`config.mk`:
```
export PLATFORM = sky130hd
export DESIGN_NAME = lcd1602_bus_ctrl
export DESIGN_NICKNAME = d
export VERILOG_FILES = /design/src/rtl/lcd1602_bus_ctrl.sv
export SDC_FILE = /design/constraint.sdc
export NUM_CORES = 1
export LEC_CHECK = 0
export CAP_MARGIN = 20
export CORE_MARGIN = 2
export CORE_UTILIZATION = 25
export CTS_BUF_LIST = sky130_fd_sc_hd__clkbuf_8
export CTS_CLUSTER_SIZE = 28
export DETAILED_ROUTE_END_ITERATION = 7
export GPL_ROUTABILITY_DRIVEN = 0
export PLACE_DENSITY = 0.52
export SLEW_MARGIN = 20
export SYNTH_ARGS = -nofsm -noshare
export SYNTH_HDL_FRONTEND = slang
export SYNTH_SLANG_ARGS = --single-unit
```
`constraint.sdc`:
```
create_clock -name clk_lcd -period 3.6 [get_ports clk_lcd]
set_input_delay 0.36 -clock clk_lcd [delete_from_list [all_inputs] [get_ports clk_lcd]]
set_output_delay 0.36 -clock clk_lcd [all_outputs]
set_load 0.01 [all_outputs]
```
`src/rtl/lcd1602_bus_ctrl.sv`:
```
// HD44780/1602 byte-write timing engine: takes one RS/data byte over valid/ready and
// drives RS/DB8/LCD_EN with programmable setup, enable, hold and execution waits.
//
// state      | meaning
// POWERUP    | waiting T_POWERUP cycles after reset before any write
// IDLE       | wr_ready high, waiting for the sequencer to present a byte
// SETUP      | RS/DB8 driven, LCD_EN low for T_SETUP cycles
// EN_HIGH    | LCD_EN high for T_EN_HIGH cycles
// HOLD       | LCD_EN low, RS/DB8 held for T_HOLD cycles
// WAIT       | controller execution time, short or long depending on the command
module lcd1602_bus_ctrl #(
  parameter int unsigned T_POWERUP    = 750000,
  parameter int unsigned T_SETUP      = 4,
  parameter int unsigned T_EN_HIGH    = 12,
  parameter int unsigned T_HOLD       = 4,
  parameter int unsigned T_WAIT_SHORT = 2000,
  parameter int unsigned T_WAIT_LONG  = 82000,
  parameter int unsigned CNT_W        = 20
) (
  input  logic       clk_lcd,
  input  logic       rst,
  input  logic       wr_valid,
  output logic       wr_ready,
  input  logic       wr_rs,
  input  logic [7:0] wr_data,
  output logic       busy,
  output logic       LCD_EN,
  output logic       RS,
  output logic       RW,
  output logic [7:0] DB8
);

  typedef enum logic [2:0] {
    ST_POWERUP,
    ST_IDLE,
    ST_SETUP,
    ST_EN_HIGH,
    ST_HOLD,
    ST_WAIT
  } state_e;

  localparam logic [CNT_W-1:0] TC_POWERUP = CNT_W'(T_POWERUP - 1);
  localparam logic [CNT_W-1:0] TC_SETUP   = CNT_W'(T_SETUP - 1);
  localparam logic [CNT_W-1:0] TC_EN_HIGH = CNT_W'(T_EN_HIGH - 1);
  localparam logic [CNT_W-1:0] TC_HOLD    = CNT_W'(T_HOLD - 1);
  localparam logic [CNT_W-1:0] TC_SHORT   = CNT_W'(T_WAIT_SHORT - 1);
  localparam logic [CNT_W-1:0] TC_LONG    = CNT_W'(T_WAIT_LONG - 1);

  state_e           state_q, state_d;
  logic [CNT_W-1:0] cnt_q, cnt_d;
  logic [CNT_W-1:0] tc_wait;
  logic             long_q, long_d;
  logic             rs_q, rs_d;
  logic [7:0]       db_q, db_d;
  logic             en_q, en_d;
  logic             ready_q, ready_d;
  logic             busy_q, busy_d;

  assign tc_wait = long_q ? TC_LONG : TC_SHORT;

  always_ff @(posedge clk_lcd or negedge rst) begin
    if (!rst) begin
      state_q <= ST_POWERUP;
      cnt_q   <= '0;
      long_q  <= 1'b0;
      rs_q    <= 1'b0;
      db_q    <= 8'h00;
      en_q    <= 1'b0;
      ready_q <= 1'b0;
      busy_q  <= 1'b1;
    end else begin
      state_q <= state_d;
      cnt_q   <= cnt_d;
      long_q  <= long_d;
      rs_q    <= rs_d;
      db_q    <= db_d;
      en_q    <= en_d;
      ready_q <= ready_d;
      busy_q  <= busy_d;
    end
  end

  always_comb begin
    state_d = state_q;
    cnt_d   = cnt_q + CNT_W'(1);
    long_d  = long_q;
    rs_d    = rs_q;
    db_d    = db_q;

    case (state_q)
      ST_POWERUP: if (cnt_q == TC_POWERUP) state_d = ST_IDLE;
      ST_IDLE: begin
        if (wr_valid && ready_q) begin
          state_d = ST_SETUP;
          rs_d    = wr_rs;
          db_d    = wr_data;
          // clear (0x01) and return-home (0x02/0x03) need the long execution wait
          long_d  = !wr_rs && (wr_data[7:2] == 6'b0);
        end
      end
      ST_SETUP:   if (cnt_q == TC_SETUP)   state_d = ST_EN_HIGH;
      ST_EN_HIGH: if (cnt_q == TC_EN_HIGH) state_d = ST_HOLD;
      ST_HOLD:    if (cnt_q == TC_HOLD)    state_d = ST_WAIT;
      ST_WAIT:    if (cnt_q == tc_wait)    state_d = ST_IDLE;
      default:    state_d = ST_POWERUP;
    endcase

    if (state_d != state_q || state_q == ST_IDLE) cnt_d = '0;

    // outputs are registered from the next state so they change on the transition edge
    en_d    = (state_d == ST_EN_HIGH);
    ready_d = (state_d == ST_IDLE);
    busy_d  = (state_d != ST_IDLE);
  end

  assign wr_ready = ready_q;
  assign busy     = busy_q;
  assign LCD_EN   = en_q;
  assign RS       = rs_q;
  assign DB8      = db_q;
  assign RW       = 1'b0;

endmodule
```
==> results of run 1 <==
## report_power, final
group	switching (mW)	internal, mW
Combinational	0.0109	0.0102
Sequential	0	0.404
Clock	0.149	0.203
Total	0.160	0.617
## final cells by class
class / count / share of cell area (%)
Multi-Input combinational cell: 130 / 40.61
Sequential cell: 36 / 38.58
Timing Repair Buffer: 25 / 10.27
Tap cell: 102 / 5.457
Clock buffer: 5 / 2.943
Clock inverter: 3 / 1.659
Inverter: 3 / 0.4815
## sequential cells by signal, summed over array words and instances, names as in the netlist
| signal | flops |
|---|---|
| state_q | 3 |
| RS | 1 |
| long_q | 1 |
| DB8 | 8 |
| wr_ready | 1 |
| LCD_EN | 1 |
| busy | 1 |
| cnt_q | 20 |
## cells in the mapped netlist (2+ instances only)
cell type                  count  area, um^2
sky130_fd_sc_hd__and4_1        4       35.03
sky130_fd_sc_hd__nor2b_1       3       18.77
sky130_fd_sc_hd__nor2_1       14       52.55
sky130_fd_sc_hd__nor3_2       14       140.1
sky130_fd_sc_hd__nor3_1        6       30.03
sky130_fd_sc_hd__xor2_1       11       96.34
sky130_fd_sc_hd__o21bai_1      2       15.01
sky130_fd_sc_hd__nand2b_1      2       12.51
sky130_fd_sc_hd__buf_2         2       10.01
sky130_fd_sc_hd__mux2_2        9       101.4
sky130_fd_sc_hd__inv_1         3       11.26
sky130_fd_sc_hd__and3_2        2       15.01
sky130_fd_sc_hd__nand4_1       6       37.54
sky130_fd_sc_hd__nand3_1       7       35.03
sky130_fd_sc_hd__xnor2_1       8       70.07
sky130_fd_sc_hd__buf_6         4       45.04
sky130_fd_sc_hd__dfrtp_1      35       875.8
sky130_fd_sc_hd__and3_1        6       37.54
sky130_fd_sc_hd__nand2_1      11       41.29
sky130_fd_sc_hd__or3_1         2       12.51
## stage by stage
| stage | setup WS (ps) | total power [mW] | utilization (%) | cells |
|---|---|---|---|---|
| 5_1_grt | 1327 | 0.8035 | 30.74 | 304 |
| 2_1_floorplan | 1685 | 0.4140 | - | 177 |
| 3_3_place_gp | 1430 | 0.4341 | 29.33 | 296 |
| 6_report | 1452 | 0.7773 | 30.74 | 304 |
| 4_1_cts | 1438 | 0.7903 | 30.74 | 304 |
| 3_5_place_dp | 1397 | 0.4342 | 29.33 | 296 |
## final timing paths
kind                           from   endpoint  slack [ps]
min in group clk_lcd         DB8[6]     DB8[6]         500
max in group asynchronous       rst     DB8[2]        2920
setup / recovery           cnt_q[0]  cnt_q[17]        1450
hold reg to reg              DB8[6]     DB8[6]         500
setup reg to reg           cnt_q[0]  cnt_q[17]        1450
hold / removal                  rst  cnt_q[10]         160
## kinds of logic after synthesis
| logic type | after synthesis | synth area share (%) |
|---|---|---|
| AOI/OAI and AO/OA | 10 | 4.449 |
| xor gates and xnor gates | 19 | 8.575 |
| adders and majority gates | 1 | 0.6446 |
| buffers and inverters | 11 | 4.577 |
| DFF | 36 | 46.49 |
| muxes | 10 | 5.738 |
| other | 1 | 0.1932 |
| and+or+nand+nor | 89 | 29.34 |
## critical path, stage by stage (launching register included)
cell                      delay [ps]
sky130_fd_sc_hd__dfrtp_1         420
sky130_fd_sc_hd__ha_1            280
sky130_fd_sc_hd__and4_4          190
sky130_fd_sc_hd__and3_1          160
sky130_fd_sc_hd__a31o_1          260
sky130_fd_sc_hd__a221o_1         320
sky130_fd_sc_hd__buf_4           230
sky130_fd_sc_hd__nor3_2          200
## placed cells by master (no fill, tap or decap), types with 7 or more instances in the layout
cell | netlist | final
sky130_fd_sc_hd__clkdlybuf4s50_1 | 0 | 22
sky130_fd_sc_hd__dfrtp_1 | 35 | 35
sky130_fd_sc_hd__mux2_2 | 9 | 9
sky130_fd_sc_hd__nand2_1 | 11 | 11
sky130_fd_sc_hd__nand3_1 | 7 | 7
sky130_fd_sc_hd__nor2_1 | 14 | 14
sky130_fd_sc_hd__nor3_2 | 14 | 14
sky130_fd_sc_hd__xnor2_1 | 8 | 8
sky130_fd_sc_hd__xor2_1 | 11 | 11
## per-layer routing
metal / wire (um) / GRT usage, %
met1: 1907 / 13.34
met2: 1905 / 17.28
met3: 106 / 2.054
met4: 97 / 5.721
met5: 0 / 0
==> flow_summary.ini, run 1 <==
[sta]
clock_period_minus_worst_slack_ps = 2148
fmax_mhz = 465.6
worstMarginPinSlew_ps = 830.7
hold_violations = 0
grt_setup_unrepaired = no
final_setup_violating_endpoints = 0
report.final.slew_viol_count = 0
timing.slew.headroom_pct = 44.62
holdWs_ps = 160.7
finalCritPeriodShare_pct = 59.66
finClkSkew_ps = 7.244
tns_ps = 0

[pwr]
pwr_density_cell_mw_per_mm2 = 332.4
total_leakage_power_nw = 1.027
max-vdd-ir-drop_mv = 0.1931

[logic_synthesis]
seq_area_frac_synth_pct = 46.49
combined_area_of_all_synthesized_cells_mm2 = 0.001941
synth.net_count = 190
ffs_w_async_s_r_synth_pct = 100.0
synth-edff-count = 0
netlist_instances = 177
yosys_register_bits = 36
ys_dominant_reg_cell = sky130_fd_sc_hd__dfrtp_1
ys.warnings.count = 0
synthDistinctLibCells = 46
synth_area_per_cell_um2 = 10.96

[clock_network]
cts-buffers-inserted = 5
cts_num_sinks = 36
clkTransAtPathRegs_ps = 80
worstSkewPairLatency_ps = 290
clk_path_buf_depth = 2
buffers_inserted_by_post_cts_timing_repair = 0
post_cts.resized_instances = 0
cts_htree_levels = 2
ctsHoldBuffers = 0
clockRootBuffer = sky130_fd_sc_hd__clkbuf_8
tritoncts = done

[grt]
grt_start_max_net_pins = 37
vias_in_the_first_global_route = 1436
grt_first_pass_wirelength_mm = 7.107
globalRoute.totalOverflow = 0
globalRouteTotalUtil_pct = 10.65
antenna_found_initial = 0

[floorplanning]
floorplan.rows = 32
floorplan.die.width_um = 92.11
design.portCount = 25
chipHeight_um = 92.11
initial_utilization_pct = 25.51
die_area_mm2 = 0.008483
core_region_area_mm2 = 0.007607

[finish]
multi_input_comb_area_um2 = 949.7
filler_cells_inserted = 808
insertedDiodeCount = 0
fin_nets = 214
final-seq-area_um2 = 902.1
drive_gt1_share_pct = 21.78
finalInstanceArea_mm2 = 0.002338
areaGrowthSynthToFinish_pct = 20.50

[worst_setup_path]
cp_data_arrival_time_ps = 2360
setup.worst_path.start_class = flip-flop
worst-r2r-cell-count = 7
worst_setup_ep_type = flip-flop
critPathRequiredTime_ps = 3810
critical_path_class = reg2reg
timing.critical_path.fanout_max = 20

[routing]
drt_drc_violations_left = 0
wl_per_cell_um = 13.21
drtPass1Iterations = 4
detailroute.via_count = 1363
ant_nets = 0
viasPerCell = 4.484
wire_length_after_detailed_routing_mm = 4.017
drt_iter0_drc = 92

[placement]
dpl_cell_area_mm2 = 0.002231
place_hpwl_mm = 2.793
number_of_buffers_inserted_by_port_buffering = 23

[run_status]
outcome = finished clean

[min_path]
hold_path.class = in2async

[run]
maxCapViolCount = 0
Power figures use the tool's default switching activity.
==> inputs of run 2 (changes only) <==
PLACE_DENSITY = 0.54   (was 0.52)
clock period = 1.9 ns   (was 3.6 ns; I/O delays follow)
==> run 2 against run 1 <==
- the run now ends with hold timing, setup timing left
- sequential cell count unchanged
- largest power group unchanged
- largest cell class unchanged
- power increased by 73%
- global-route usage increased by 0.089 points
- clock power increased by 53%
- utilization increased by 2.4 points
- wire length increased by 2.9%
- clock skew about the same
- sequential share of layout area decreased by 2.7 points
- highest routed layer unchanged
- register-to-register slack got worse by 1500 ps
==> flow_summary.ini, run 2 (synthesis results as in run 1) <==
[run_status]
outcome = finished with violations
failing_checks = hold timing, setup timing

[sta]
timing.slew.headroom_pct = 47.58
hold_violations = 35
holdWs_ps = -20.28
clock_period_minus_worst_slack_ps = 1902
finalCritPeriodShare_pct = 100.1
timing.final.ws_setup_ps = -2.281
finClkSkew_ps = 7.074
report.final.slew_viol_count = 0
grt_setup_unrepaired = yes
final_setup_violating_endpoints = 2
worstMarginPinSlew_ps = 786.3
fmax_mhz = 525.7

[finish]
drive_gt1_share_pct = 31.56
final_common_cell = sky130_fd_sc_hd__dfrtp_1
filler_cells_inserted = 822
final_util_pct = 33.13
largest_register_ff_count = 20
layout_common_cells = sky130_fd_sc_hd__dfrtp_1, sky130_fd_sc_hd__clkdlybuf4s50_1, sky130_fd_sc_hd__buf_4
instances_no_fill = 327
largest-register = cnt_q
areaGrowthSynthToFinish_pct = 29.85
insertedDiodeCount = 0
fin_nets = 237

[placement]
number_of_buffers_inserted_by_port_buffering = 23
numPlacedInstances = 319
place_hpwl_mm = 3.156

[clock_network]
clkTransAtPathRegs_ps = 80
cts_num_sinks = 36
clockRootBuffer = sky130_fd_sc_hd__clkbuf_8
tritoncts = done
worstSkewPairLatency_ps = 290
clk_path_buf_depth = 2
cts_htree_levels = 2
cts-buffers-inserted = 5
buffers_inserted_by_post_cts_timing_repair = 0

[routing]
wire_length_after_detailed_routing_mm = 4.135
detailroute.via_count = 1450
drt_drc_violations_left = 0
wl_per_cell_um = 12.65
drtPass1Iterations = 4
ant_nets = 0
viasPerCell = 4.434
drt_iter0_drc = 31

[worst_setup_path]
timing.critical_path.fanout_max = 11
critPathRequiredTime_ps = 2110
cp.buffers_inverters = 1
cp_data_arrival_time_ps = 2110
timing.reg2reg.setup_slack_ps = -2
critical-path-slowest-cell = sky130_fd_sc_hd__dfrtp_1
critical-path-max-stage-delay_ps = 390
crit_path_cell_trace = ha_2 -> and4_4 -> and3_4 -> a31o_1 -> a221o_1 -> buf_6 -> nor3_2
setup.worst_path.start_class = flip-flop
dominant_delay_contributor_by_cell_family_on_the_critical_path = compound AO/OA/AOI/OAI gates
critical_path_class = reg2reg
worst_setup_ep_type = flip-flop

[floorplanning]
die_area_mm2 = 0.008483
floorplan.die.width_um = 92.11
initial_utilization_pct = 25.51
design.portCount = 25
chipHeight_um = 92.11
floorplan.rows = 32
core_region_area_mm2 = 0.007607

[grt]
grt_first_pass_wirelength_mm = 7.251
grt_start_max_net_pins = 37
antenna_found_initial = 0
globalRouteTotalUtil_pct = 10.73
globalRoute.totalOverflow = 0
vias_in_the_first_global_route = 1534

[pwr]
pwr_density_cell_mw_per_mm2 = 532.9
total_leakage_power_nw = 1.133
max-vdd-ir-drop_mv = 0.2438

[run]
maxCapViolCount = 0

[min_path]
hold_path.class = in2async
## run 2: cell count changes in the layout (fill, tap and decap cells not counted), sizes merged
cell | previous run | this run
clkinv | 1 | 3
buf | 3 | 26
inv | 4 | 3
bufinv | 1 | 0
## run 2: path summary, 6_finish.rpt
check                      startpoint        end  cells after the start
setup / recovery             cnt_q[0]   cnt_q[4]                      7
hold / removal                    rst   cnt_q[9]                      1
setup reg to reg             cnt_q[0]   cnt_q[4]                      7
hold reg to reg                DB8[1]     DB8[1]                      1
max in group asynchronous         rst  cnt_q[14]                      1
min in group clk_lcd           DB8[1]     DB8[1]                      1
## run 2: final cells by class
type	count	area, um^2	share of cell area [%]
Clock inverter	3	18.77	0.7448
Timing Repair Buffer	48	432.9	17.18
Tap cell	102	127.6	5.065
Clock buffer	5	68.82	2.731
Sequential cell	36	903.4	35.85
Multi-Input combinational cell	130	957.2	37.98
Inverter	3	11.26	0.4469
## run 2: routing by layer
layer | share of wire, % | GRT usage [%] | wire length, um
met5 | 0 | 0 | 0
met4 | 1.8 | 4.104 | 74
met3 | 2.8 | 2.383 | 117
met2 | 47 | 17.46 | 1949
met1 | 48 | 13.91 | 1994
## run 2: repair_timing
action | 4_1_cts | 5_1_grt
hold buffers | 0 | 0
setup endpoints to repair | 4 | 20
resized for setup | 2 | 2
## run 2: worst reg2reg max path: stages (launching register included)
cell and delay, ps:
sky130_fd_sc_hd__dfrtp_1 390, sky130_fd_sc_hd__ha_2 190, sky130_fd_sc_hd__and4_4 140, sky130_fd_sc_hd__and3_4 150, sky130_fd_sc_hd__a31o_1 220, sky130_fd_sc_hd__a221o_1 370, sky130_fd_sc_hd__buf_6 180, sky130_fd_sc_hd__nor3_2 180
## run 2: metrics by stage
step	setup TNS [ps]	area [um^2]	hold WS [ps]	total power [mW]	setup WS (ps)
2_1_floorplan	0	1943	-105.6	0.7843	24.76
5_1_grt	-1118	2520	45.04	1.407	-100.5
6_report	-4.104	2520	-20.28	1.343	-2.281
3_3_place_gp	0	2419	334.0	0.8219	55.38
3_5_place_dp	0	2419	336.6	0.8220	12.80
4_1_cts	-2.073	2514	17.76	1.367	-2.073
## run 2: power by group
part | internal [mW] | total [mW] | leakage (nW) | switching (mW)
combinational | 0.0193 | 0.0392 | 0.607 | 0.0199
clock | 0.255 | 0.538 | 0.0479 | 0.283
sequential | 0.766 | 0.766 | 0.478 | 0
total | 1.04 | 1.34 | 1.13 | 0.303
